## config.mk

```make
export PLATFORM = sky130hd
export DESIGN_NAME = sram_like_to_axi
export DESIGN_NICKNAME = d
export VERILOG_FILES = /design/src/rtl/sram_like_to_axi_pkg.sv /design/src/rtl/sram_like_to_axi.sv
export SDC_FILE = /design/constraint.sdc
export NUM_CORES = 1
export LEC_CHECK = 0
export CORE_AREA = 2 2 123 125
export CTS_BUF_LIST = sky130_fd_sc_hd__clkbuf_8
export DETAILED_ROUTE_END_ITERATION = 10
export DIE_AREA = 0 0 125 127
export PLACE_DENSITY = 0.67
export SLEW_MARGIN = 20
export SYNTH_ARGS = -nofsm -noshare
export SYNTH_HDL_FRONTEND = slang
export SYNTH_SLANG_ARGS = --single-unit
```

## constraint.sdc

```tcl
create_clock -name clk -period 2.7 [get_ports clk]
set_input_delay 0.405 -clock clk [delete_from_list [all_inputs] [get_ports clk]]
set_output_delay 0.405 -clock clk [all_outputs]
set_load 0.02 [all_outputs]
```

## src/rtl/sram_like_to_axi_pkg.sv

```systemverilog
// sram_like_to_axi_pkg: FSM encoding, AXI constants and write-strobe helpers for the sram-like to AXI responder.
package sram_like_to_axi_pkg;

    typedef enum logic [2:0] {
        IDLE,
        RD_AR,
        RD_R,
        WR_REQ,
        WR_B
    } state_e;

    localparam logic [1:0] BURST_INCR = 2'b01;
    localparam logic [2:0] SIZE_WORD  = 3'b010;

    function automatic logic [3:0] wstrb_enc(input logic [1:0] size, input logic [1:0] a);
        return size == 2'd0 ? 4'b0001 << a : size == 2'd1 ? (a[1] ? 4'b1100 : 4'b0011) : 4'b1111;
    endfunction

    // sram-like size 3 is an alias for a word access
    function automatic logic [2:0] axsize_enc(input logic [1:0] size);
        return size == 2'd3 ? SIZE_WORD : {1'b0, size};
    endfunction

endpackage

```

## src/rtl/sram_like_to_axi.sv

```systemverilog
// sram_like_to_axi: executes one sram-like request at a time as a single-beat AXI3 transaction.
module sram_like_to_axi
    import sram_like_to_axi_pkg::*;
#(
    parameter logic [3:0] AXI_ID = 4'd0
) (
    input  logic        clk,
    input  logic        rst,
    input  logic        req,
    input  logic        wr,
    input  logic [1:0]  size,
    input  logic [31:0] addr,
    input  logic [31:0] wdata,
    output logic        addr_ok,
    output logic        data_ok,
    output logic [31:0] rdata,
    output logic [3:0]  arid,
    output logic [31:0] araddr,
    output logic [7:0]  arlen,
    output logic [2:0]  arsize,
    output logic [1:0]  arburst,
    output logic [1:0]  arlock,
    output logic [3:0]  arcache,
    output logic [2:0]  arprot,
    output logic        arvalid,
    input  logic        arready,
    input  logic [3:0]  rid,
    input  logic [31:0] rdata_axi,
    input  logic [1:0]  rresp,
    input  logic        rlast,
    input  logic        rvalid,
    output logic        rready,
    output logic [3:0]  awid,
    output logic [31:0] awaddr,
    output logic [7:0]  awlen,
    output logic [2:0]  awsize,
    output logic [1:0]  awburst,
    output logic [1:0]  awlock,
    output logic [3:0]  awcache,
    output logic [2:0]  awprot,
    output logic        awvalid,
    input  logic        awready,
    output logic [3:0]  wid,
    output logic [31:0] wdata_axi,
    output logic [3:0]  wstrb,
    output logic        wlast,
    output logic        wvalid,
    input  logic        wready,
    input  logic [3:0]  bid,
    input  logic [1:0]  bresp,
    input  logic        bvalid,
    output logic        bready
);

    state_e      state_q, state_d;
    logic [1:0]  size_q, size_d;
    logic [31:0] addr_q, addr_d;
    logic [31:0] wdata_q, wdata_d;
    logic        aw_done_q, aw_done_d;
    logic        w_done_q, w_done_d;
    logic        unused_resp;

    assign unused_resp = ^{rid, rresp, rlast, bid, bresp};

    always_ff @(posedge clk or posedge rst) begin
        if (rst) begin
            state_q   <= IDLE;
            size_q    <= '0;
            addr_q    <= '0;
            wdata_q   <= '0;
            aw_done_q <= 1'b0;
            w_done_q  <= 1'b0;
        end else begin
            state_q   <= state_d;
            size_q    <= size_d;
            addr_q    <= addr_d;
            wdata_q   <= wdata_d;
            aw_done_q <= aw_done_d;
            w_done_q  <= w_done_d;
        end
    end

    always_comb begin
        state_d   = state_q;
        size_d    = size_q;
        addr_d    = addr_q;
        wdata_d   = wdata_q;
        aw_done_d = aw_done_q;
        w_done_d  = w_done_q;
        addr_ok   = 1'b0;
        data_ok   = 1'b0;
        arvalid   = 1'b0;
        rready    = 1'b0;
        awvalid   = 1'b0;
        wvalid    = 1'b0;
        bready    = 1'b0;
        case (state_q)
            IDLE: begin
                addr_ok = req & ~rst;
                if (req) begin
                    size_d  = size;
                    addr_d  = addr;
                    wdata_d = wdata;
                    state_d = wr ? WR_REQ : RD_AR;
                end
            end
            RD_AR: begin
                arvalid = 1'b1;
                state_d = arready ? RD_R : RD_AR;
            end
            RD_R: begin
                rready  = 1'b1;
                data_ok = rvalid;
                state_d = rvalid ? IDLE : RD_R;
            end
            WR_REQ: begin
                // AW and W complete independently; leave only once both have handshaken
                awvalid   = ~aw_done_q;
                wvalid    = ~w_done_q;
                aw_done_d = aw_done_q | awready;
                w_done_d  = w_done_q | wready;
                if (aw_done_d && w_done_d) begin
                    state_d   = WR_B;
                    aw_done_d = 1'b0;
                    w_done_d  = 1'b0;
                end
            end
            WR_B: begin
                bready  = 1'b1;
                data_ok = bvalid;
                state_d = bvalid ? IDLE : WR_B;
            end
            default: state_d = IDLE;
        endcase
    end

    assign rdata     = rdata_axi;
    assign arid      = AXI_ID;
    assign araddr    = addr_q;
    assign arlen     = 8'd0;
    assign arsize    = axsize_enc(size_q);
    assign arburst   = BURST_INCR;
    assign arlock    = 2'd0;
    assign arcache   = 4'd0;
    assign arprot    = 3'd0;
    assign awid      = AXI_ID;
    assign awaddr    = addr_q;
    assign awlen     = 8'd0;
    assign awsize    = axsize_enc(size_q);
    assign awburst   = BURST_INCR;
    assign awlock    = 2'd0;
    assign awcache   = 4'd0;
    assign awprot    = 3'd0;
    assign wid       = AXI_ID;
    assign wdata_axi = wdata_q;
    assign wstrb     = wstrb_enc(size_q, addr_q[1:0]);
    assign wlast     = 1'b1;

endmodule
```

==> results.toml <==
[yosys]
yosysTopAreaCellShare = 0.474
synth-edff-count = 0
syn_area_um2 = 3750
ys_warn_count = 0
synth.area.top_cells = "dfrtp_1, buf_4, mux2_2, mux2_1, nor2_1"
synth_cells = 311
synthFlopType = "dfrtp_1"
netlist_top_cells_count = "buf_4, dfrtp_1, mux2_2"
yosysMostFrequentCell = "buf_4"
ys_seq_area_frac = 0.474
synth_top_cell_by_area = "dfrtp_1"
yosysUniqueCellTypes = 28
ys_seq_elements = 71
async_reset_ff_frac = 1.00
syn_avg_cell_area_um2 = 12.0

[timing]
max_freq_mhz = 398
min_period_over_period = 0.930
drv_slew = 0
finalSetupViolations = 0
rsz0062_at_grt = "false"
slew_headroom = 0.395
postLayoutSetupSlackWorst_ns = 0.190
final-hold-violation-count = 0
skew_ns = 0.0109
fin_tns_setup_ns = 0
min_period_ns = 2.51
tightest_slew_ns = 0.908

[setup_path]
crit_path_end_kind = "primary output"
arrival_ns = 2.10
cp_slowest_cell = "clkdlybuf4s50_1"
crit_path_start_kind = "register"
timing.rr.start = "state_q[0]"
cp_data_required_time_ns = 2.30
path_class = "register to primary output"
cp_cell_sequence = "nor4b_4 > and2_1 > clkdlybuf4s50_1"
r2r_slack_ns = 0.89
cp-startpoint = "state_q[0]"
critical_path.max_stage_delay_ns = 0.64
crit_fanout = 10

[placed_design]
gp_congestion = 0.746
postPlaceCellArea_um2 = 5080
place_ws_ns = 0.271
numPortBuffers = 185
detailed_place_hpwl_mm = 6.64

[routing]
drt_wl_total_mm = 8.81
drc = 0
dr.pass1.iters = 4
routed_via_density = 3.92
drt_iter0_markers = 53
wire_per_inst_um = 14.2
vias = 2425
ant_nets = 0

[clocking]
clkLatencyLatePin_ns = 0.36
post_cts_resized = 0
clk_pin_slew_ns = 0.08
cts.path.max_buffers = 2
post_cts_buffers = 0
cts_root_buf = "clkbuf_8"
cts_hold_buffers = 0
cts_sinks = 71
cts_tree = "done"
cts_buffers = 9
cts-htree-levels = 3

[pwr]
clkPwrFrac = 0.151
leakage_nw = 2.22
sw_frac_of_total = 0.388
p_seq_frac = 0.286
switchingPower_mw = 2.75
vdd_ir_drop_max_mv = 0.696
powerDensity_nw_per_um2 = 1330
p_total_mw = 7.10
power_frac_comb = 0.563
p_int_mw = 4.35

[layout]
drive_gt1_frac = 0.184
fin_nets = 550
fillCellCount = 1411
area_delta_synth_final_pct = 42.3
final-seq-area_um2 = 1780
multiInputGateArea_um2 = 1180
antenna_cells = 0
finalInstanceArea_um2 = 5330

[grt]
grtUsageTotal = 0.110
grt_max_degree = 72
antenna_found_initial = 0
grt_pass1_vias = 2463
grt_overflow = 0
grt_pass1_wl_mm = 13.4

[hold_path]
hp-class = "register to register"
hp-start = "wdata_axi[2]"

[floorplanning]
core_area_um2 = 14400
die_x_um = 125
chipHeight_um = 127
rows = 44
start_util = 0.260
io_pins = 316
die_area_um2 = 15900

[status]
status = "complete, no violations"

[flow_run]
drv_cap = 0
placed cells by master, fill, tap and decap left out:
cell type and instances:
o31ai_1 1, o21ai_0 2, nor3b_1 2, buf_12 1, inv_6 1, nand3b_1 1
dfrtp_1 71, inv_2 1, o22ai_1 1, and3b_1 1, a22o_1 2, a221oi_1 1
inv_1 3, conb_1 53, and2_1 1, clkbuf_8 10, clkinvlp_4 1, buf_4 1
nor2b_1 3, nor3_1 2, clkinv_4 1, a21o_1 2, mux2_2 59, nor2_1 8
a21oi_1 5, nor4b_4 1, clkdlybuf4s50_1 185, or2_2 1, o21bai_1 2, nand2b_1 1
nand2_1 2, mux2_1 6, bufinv_16 3
flip-flops by register name (all words and copies together) (netlist names):
register / flops
araddr: 32
aw_done_q: 1
size_q: 2
state_q: 3
w_done_q: 1
wdata_axi: 32
power groups by stage:
stage                     sequential (mW)  clock, mW  combinational (mW)
after floorplan                      2.56          0                2.00
after global placement               2.02          0                4.00
after detailed placement             2.06          0                4.03
after CTS                            2.04       1.14                4.04
after global routing                 2.13       1.17                4.19
final                                2.03       1.07                3.99
metal layers:
layer | vias up | GRT usage | share of wire
met5 | - | 0 | 0
met4 | 0 | 0.0431 | 0.017
met3 | 8 | 0.0687 | 0.13
met2 | 185 | 0.189 | 0.52
met1 | 1141 | 0.107 | 0.33
li1 | 1091 | - | -
path summary, 6_finish.rpt:
check | cells after the start | to
worst min register to register | 1 | wdata_axi[2]
worst min-delay path | 1 | wdata_axi[2]
min in group asynchronous | 3 | state_q[0]
worst max-delay path | 3 | addr_ok
max in group asynchronous | 3 | araddr[11]
worst max register to register | 3 | araddr[24]
logic make-up (layout without fill, tap and decap cells):
logic type / Yosys count / count (layout) / share of synthesized area
other cells: 2 / 53 / 0.00200
compound gates: 16 / 16 / 0.0281
mux: 65 / 65 / 0.195
flops: 71 / 71 / 0.474
simple gates: 23 / 23 / 0.0374
buf+inv: 134 / 207 / 0.263
area by class of cell:
| cell class | instances | area share |
|---|---|---|
| multi-input combinational | 157 | 0.221 |
| timing repair buffer | 187 | 0.353 |
| tap | 184 | 0.0432 |
| clock inverter | 6 | 0.0216 |
| inverter | 4 | 0.00282 |
| clock buffer | 10 | 0.0258 |
| sequential | 71 | 0.333 |
worst max-delay path, delay by kind of cell, from the launching register on:
family	cells	cell delay, ns
AND/OR/NAND/NOR	2	0.59
buffers and inverters	1	0.64
flip-flops	1	0.51
metrics by stage:
step / std cells / util / hold slack, ns
after floorplan: 362 / - / 0.487
final: 619 / 0.370 / 0.493
after CTS: 619 / 0.370 / 0.500
after detailed placement: 603 / 0.352 / 0.480
after global placement: 603 / 0.352 / 0.472
after global routing: 619 / 0.370 / 0.529
Power figures use the tool's default switching activity.
